--- config.mk ---
export PLATFORM = sky130hd
export DESIGN_NAME = vx_reg_scoreboard
export DESIGN_NICKNAME = d
export VERILOG_FILES = /design/src/rtl/vx_reg_scoreboard_pkg.sv /design/src/rtl/vx_reg_scoreboard.sv
export SDC_FILE = /design/constraint.sdc
export NUM_CORES = 1
export LEC_CHECK = 0
export ABC_CLOCK_PERIOD_IN_PS = 3200
export BUFFER_PORTS_ARGS = -buffer_cell sky130_fd_sc_hd__buf_2
export CORE_ASPECT_RATIO = 2
export CORE_MARGIN = 10
export CORE_UTILIZATION = 56
export DETAILED_ROUTE_END_ITERATION = 10
export PLACE_DENSITY = 0.78
export SYNTH_ARGS = -nofsm -noshare
export SYNTH_HDL_FRONTEND = slang
export SYNTH_SLANG_ARGS = --single-unit
export TNS_END_PERCENT = 10
--- constraint.sdc ---
create_clock -name clk -period 3.2 [get_ports clk]
set_clock_uncertainty 0.05 [all_clocks]
set_input_delay 0.16 -clock clk [delete_from_list [all_inputs] [get_ports clk]]
set_output_delay 0.16 -clock clk [all_outputs]
set_load 0.01 [all_outputs]
--- src/rtl/vx_reg_scoreboard_pkg.sv ---
`default_nettype none
// ============================================================================
//  Package  : vx_reg_scoreboard_pkg
//  Purpose  : Shared machine-wide definitions for the register scoreboard:
//             warp/register counts and the index-width helper used to size
//             every warp-id and register-index port.
//  Revision : 1.0  initial release
// ============================================================================
package vx_reg_scoreboard_pkg;

    // Machine-wide defaults: 32 integer + 32 FP registers per warp.
    localparam int VX_NUM_WARPS = 4;
    localparam int VX_NUM_REGS  = 64;

    // Index width for a table of n entries; never collapses to zero bits so
    // a single-warp build still has a legal 1-bit warp-id port.
    function automatic int vx_idx_bits(input int n);
        return (n > 1) ? $clog2(n) : 1;
    endfunction

    localparam int VX_NW_BITS = vx_idx_bits(VX_NUM_WARPS);
    localparam int VX_NR_BITS = vx_idx_bits(VX_NUM_REGS);

endpackage : vx_reg_scoreboard_pkg
`default_nettype wire

--- src/rtl/vx_reg_scoreboard.sv ---
`default_nettype none
// ============================================================================
//  Module   : vx_reg_scoreboard
//  Purpose  : Per-warp register in-use tracking between the instruction
//             buffer and dispatch. Blocks RAW/WAW hazards, releases
//             reservations on the last writeback packet (with same-cycle
//             bypass), and flags a sticky deadlock on long hazard stalls.
//  Ports    :
//    clk, reset                  clock, synchronous active-high reset
//    in_valid/in_ready           decoded instruction handshake (ibuffer side)
//    in_wid, in_wb               issuing warp, instruction writes rd
//    in_rd/in_rs1/in_rs2/in_rs3  destination / source register indices
//    in_data -> out_data         opaque payload, combinational pass-through
//    out_valid/out_ready         dispatch handshake
//    wb_valid/wb_ready           writeback stream handshake
//    wb_wid, wb_rd, wb_eop       writeback warp, register, last packet
//    deadlock                    sticky stall-timeout flag
//  Revision : 1.0  initial release
// ============================================================================
module vx_reg_scoreboard
    import vx_reg_scoreboard_pkg::*;
#(
    parameter  int NUM_WARPS     = VX_NUM_WARPS,
    parameter  int NUM_REGS      = VX_NUM_REGS,
    parameter  int DATAW         = 64,
    parameter  int STALL_TIMEOUT = 65535,
    localparam int NW_BITS       = vx_idx_bits(NUM_WARPS),
    localparam int NR_BITS       = vx_idx_bits(NUM_REGS)
) (
    input  logic               clk,
    input  logic               reset,

    input  logic               in_valid,
    input  logic [NW_BITS-1:0] in_wid,
    input  logic               in_wb,
    input  logic [NR_BITS-1:0] in_rd,
    input  logic [NR_BITS-1:0] in_rs1,
    input  logic [NR_BITS-1:0] in_rs2,
    input  logic [NR_BITS-1:0] in_rs3,
    input  logic [DATAW-1:0]   in_data,
    output logic               in_ready,

    output logic               out_valid,
    output logic [DATAW-1:0]   out_data,
    input  logic               out_ready,

    input  logic               wb_valid,
    input  logic               wb_ready,
    input  logic [NW_BITS-1:0] wb_wid,
    input  logic [NR_BITS-1:0] wb_rd,
    input  logic               wb_eop,

    output logic               deadlock
);

    localparam int              CNT_W     = $clog2(STALL_TIMEOUT + 1);
    localparam logic [CNT_W-1:0] STALL_MAX = CNT_W'(STALL_TIMEOUT);

    // ------------------------------------------------------------------
    // State
    // ------------------------------------------------------------------
    logic [NUM_WARPS-1:0][NUM_REGS-1:0] inuse_q, inuse_d;
    logic [CNT_W-1:0]                   stall_cnt_q, stall_cnt_d;
    logic                               deadlock_q, deadlock_d;

    // ------------------------------------------------------------------
    // Hazard detection
    // ------------------------------------------------------------------
    logic release_fire;
    logic set_fire;
    logic rd_busy, rs1_busy, rs2_busy, rs3_busy;
    logic hazard;

    // Only the last packet of a multi-packet writeback frees the register.
    assign release_fire = wb_valid & wb_ready & wb_eop;

    // A reservation being released this very cycle is treated as already
    // free, so a dependent instruction can issue with zero bubble.
    // Register 0 is hard-wired and never blocks anything.
    function automatic logic reg_busy(input logic [NR_BITS-1:0] r);
        logic released_now;
        released_now = release_fire && (wb_wid == in_wid) && (wb_rd == r);
        return (r != '0) && inuse_q[in_wid][r] && !released_now;
    endfunction

    assign rd_busy  = reg_busy(in_rd);
    assign rs1_busy = reg_busy(in_rs1);
    assign rs2_busy = reg_busy(in_rs2);
    assign rs3_busy = reg_busy(in_rs3);

    assign hazard    = in_valid & (rd_busy | rs1_busy | rs2_busy | rs3_busy);

    assign out_valid = in_valid & ~hazard;
    assign in_ready  = out_ready & ~hazard;
    assign out_data  = in_data;

    assign set_fire  = in_valid & in_ready & in_wb & (in_rd != '0);

    // ------------------------------------------------------------------
    // Next-state logic
    // ------------------------------------------------------------------
    always_comb begin
        inuse_d = inuse_q;
        // Release applied first so a same-cycle set of the same bit wins.
        if (release_fire) begin
            inuse_d[wb_wid][wb_rd] = 1'b0;
        end
        if (set_fire) begin
            inuse_d[in_wid][in_rd] = 1'b1;
        end
        for (int w = 0; w < NUM_WARPS; w++) begin
            inuse_d[w][0] = 1'b0;
        end
    end

    // Counts consecutive hazard-stalled cycles only; plain back-pressure
    // (out_ready low without a hazard) leaves the counter at zero.
    always_comb begin
        stall_cnt_d = '0;
        if (hazard) begin
            stall_cnt_d = (stall_cnt_q == STALL_MAX) ? stall_cnt_q
                                                     : stall_cnt_q + CNT_W'(1);
        end
    end

    assign deadlock_d = deadlock_q | (stall_cnt_q == STALL_MAX);
    assign deadlock   = deadlock_q;

    // ------------------------------------------------------------------
    // Registers
    // ------------------------------------------------------------------
    always_ff @(posedge clk) begin
        if (reset) begin
            inuse_q     <= '0;
            stall_cnt_q <= '0;
            deadlock_q  <= 1'b0;
        end else begin
            inuse_q     <= inuse_d;
            stall_cnt_q <= stall_cnt_d;
            deadlock_q  <= deadlock_d;
        end
    end

endmodule : vx_reg_scoreboard
`default_nettype wire

==> reports/metrics.yaml <==
crit_top_cell: "buf_6"
dp.final_hpwl_um: 62200
async_flop_share_pct: 0
synth-edff-count: 0
viasPerCell: 7.58
grt_usage_pct: 38.3
drtAntennaViolNets: 0
vias: 20900
die_h_um: 292
report.final.slew_viol_count: 0
fin_area_sq_um: 24700
final-setup-viol-count: 254
whs_path_depth: 4
routedWlPerCell_um: 33.3
place_area_sq_um: 22700
synth_ff_type: "dfxtp_1"
power.density_nw_per_um2: 341
drive_gt1_share_pct: 36.5
critPathKind: "reg -> out"
cts.sinks: 269
ys_types: 75
path_cells: "mux4_2 -> nor2b_1 -> a2111oi_1 -> or4_1 -> nand4_1 -> buf_6 -> o2bb2ai_2 -> nor3_4 -> buf_6 -> nand2_8 -> buf_8 -> a21boi_2 -> buf_2"
fin_crit_sh_pct: 117
grt_pass1_wl_um: 134000
rsz0062_at_grt: "yes"
firstDrtPassIters: 6
syn_to_final_growth_pct: 18.8
worstSetupEndpointType: "output pin"
drt_wl_total_um: 91700
synth_area_per_cell_sq_um: 9.50
ys_warn_count: 0
core.rowCount: 99
worst_path_largest_cell_delay_ns: 0.61
portBuffers: 44
whs_ns: 0.0265
final_util_pct: 67.5
grt_pass1_vias: 20800
path_buf_inv: 4
maxCapViolations: 0
start_util_pct: 56.8
die_x_um: 156
yosysSeqAreaShare_pct: 25.9
r2r_cells: 14
synthesis.nets: 2292
gp_congestion: 1.06
cp_max_fo: 3
antenna_found_initial: 6
worstMarginPinSlew_ns: 1.32
syn_area_sq_um: 20800
overflow: 0
path_delay_family: "compound AO/OA/AOI/OAI gates"
drc_errors: 0
synth-seq-cells: 269
drt-initial-drc-count: 2199
leakagePower_nw: 9.72
yosysTopAreaCell: "dfxtp_1"
grt_max_degree: 162
crit_required_ns: 2.99
min_path_type: "in -> reg"
peakVddDrop_mv: 0.444
nNetsFinal: 2384
hold_viol_final: 0
tritoncts: "yes"
clkLatencyLatePin_ns: 0.59
slew_headroom_pct: 12.1
total_power_w: 0.00841
cp-start-kind: "register"
cts-root-buf: "clkbuf_16"
violations: "setup timing"
core_area_sq_um: 36500
path_clk_slew_ns: 0.07
status: "complete, but fails checks"
max_freq_mhz: 268
finalWorstSetupSlack_ns: -0.530
cp_num_cells: 13
syn_inst: 2185
cp.arrival_ns: 3.52
num_io_pins: 173
slowest_stage: "a2111oi_1"
fin_crit_ns: 3.73
dp_slack_ns: -0.780
yosys.area.top_type_share_pct: 25.9
cts_buffers: 25
synth.area.top_cells: "dfxtp_1 26%, o41ai_2 13%, mux4_2 13%"
cts_htree_levels: 1
die-area_sq_um: 45600
cts_buffer_depth: 3
[cell usage in the layout, fill, tap and decap left out, drive strengths merged, types with 9 or more instances in the layout]
| cell type | instances |
|---|---|
| and3 | 13 |
| nand3b | 12 |
| xor2 | 33 |
| a211oi | 20 |
| mux4 | 117 |
| mux2i | 75 |
| nand4 | 17 |
| nand2 | 178 |
| o22ai | 21 |
| nand3 | 29 |
| o31ai | 9 |
| o21ai | 269 |
| nand2b | 17 |
| buf | 367 |
| nor4 | 9 |
| a221oi | 13 |
| mux2 | 30 |
| nor3b | 16 |
| clkbuf | 43 |
| nor2b | 264 |
| nor2 | 40 |
| a22oi | 10 |
| dfxtp | 269 |
| inv | 10 |
| nor3 | 25 |
| a31oi | 10 |
| o41ai | 252 |
| a21oi | 15 |
[what timing repair did]
action | in CTS | in global routing
gates resized for setup | 37 | 91
setup buffers | 9 | 3
setup endpoints to repair | 254 | 267
hold buffers | 0 | 0
cloned | 2 | 7
pin swaps | 7 | 63
[sequential cells by signal, summed over array words and instances, names as in the netlist]
register     cells
stall_cnt_q     16
deadlock         1
inuse_q        252
[cells in the mapped netlist (20+ instances only)]
library cell / number
mux4_2: 117
nor2_1: 40
mux2_2: 30
nand3_1: 29
buf_4: 73
buf_6: 22
mux2i_1: 75
o41ai_1: 83
buf_2: 20
nor2b_1: 264
xor2_1: 33
o21ai_0: 268
nand2_1: 177
o41ai_2: 169
o22ai_1: 21
a211oi_1: 20
nor3_1: 24
clkbuf_1: 177
dfxtp_1: 269
[cells by family after synthesis]
kind of cell | after synthesis | share of synthesized area [%]
AO/OA/AOI/OAI | 678 | 29.0
XOR/XNOR | 38 | 1.60
adder cells (fa/ha/maj) | 1 | 0.0603
buffers and inverters | 319 | 8.00
flip-flops | 269 | 25.9
multiplexers | 222 | 17.9
AND/OR/NAND/NOR | 658 | 17.5
[tightest hold or removal path, delay by kind of cell]
family	cells	cell delay, ns
AND/OR/NAND/NOR	2	0.26
buffers and inverters	1	0.10
AO/OA/AOI/OAI	1	0.09
[per-stage QoR]
stage / TNS [ns] / std cells
floorplan: -1.42 / 2185
global placement: -155.32 / 2683
detailed placement: -165.93 / 2683
CTS: -93.81 / 2740
global route: -90.46 / 2751
finish: -85.97 / 2752
[worst paths after layout]
kind	endpoint	startpoint	slack (ns)
worst min register to register	deadlock	deadlock	0.40
worst max register to register	inuse_q[186]	inuse_q[93]	-0.47
worst max-delay path	in_ready	inuse_q[93]	-0.53
worst min-delay path	inuse_q[30]	in_wb	0.03
[report_power, final]
part | switching (W) | leakage (nW) | internal [W]
Sequential | 0.00000258 | 2.17 | 0.00335
Clock | 0.00146 | 0.409 | 0.00177
Combinational | 0.00123 | 7.14 | 0.000601
[routing by layer]
metal  vias up  part of all wire (%)  wire length (um)  global-route usage [%]
met3       670                    11             10100                    9.34
li1       8545                     -                 -                       -
met2      1580                    47             42700                    62.4
met4         8                    11             10300                    33.8
met5         -                 0.060                55                       0
met1     10100                    31             28600                    40.2
[layout make-up]
class | instances | area [sq um]
Timing Repair Buffer | 373 | 3350
Inverter | 11 | 41.3
Clock inverter | 9 | 106
Fill cell | 2761 | 11900
Clock buffer | 37 | 741
Sequential cell | 269 | 5390
Multi-Input combinational cell | 1597 | 14400
Tap cell | 454 | 568
Antenna cell | 2 | 5.00
Note: power is estimated with default switching activity, not from simulation.
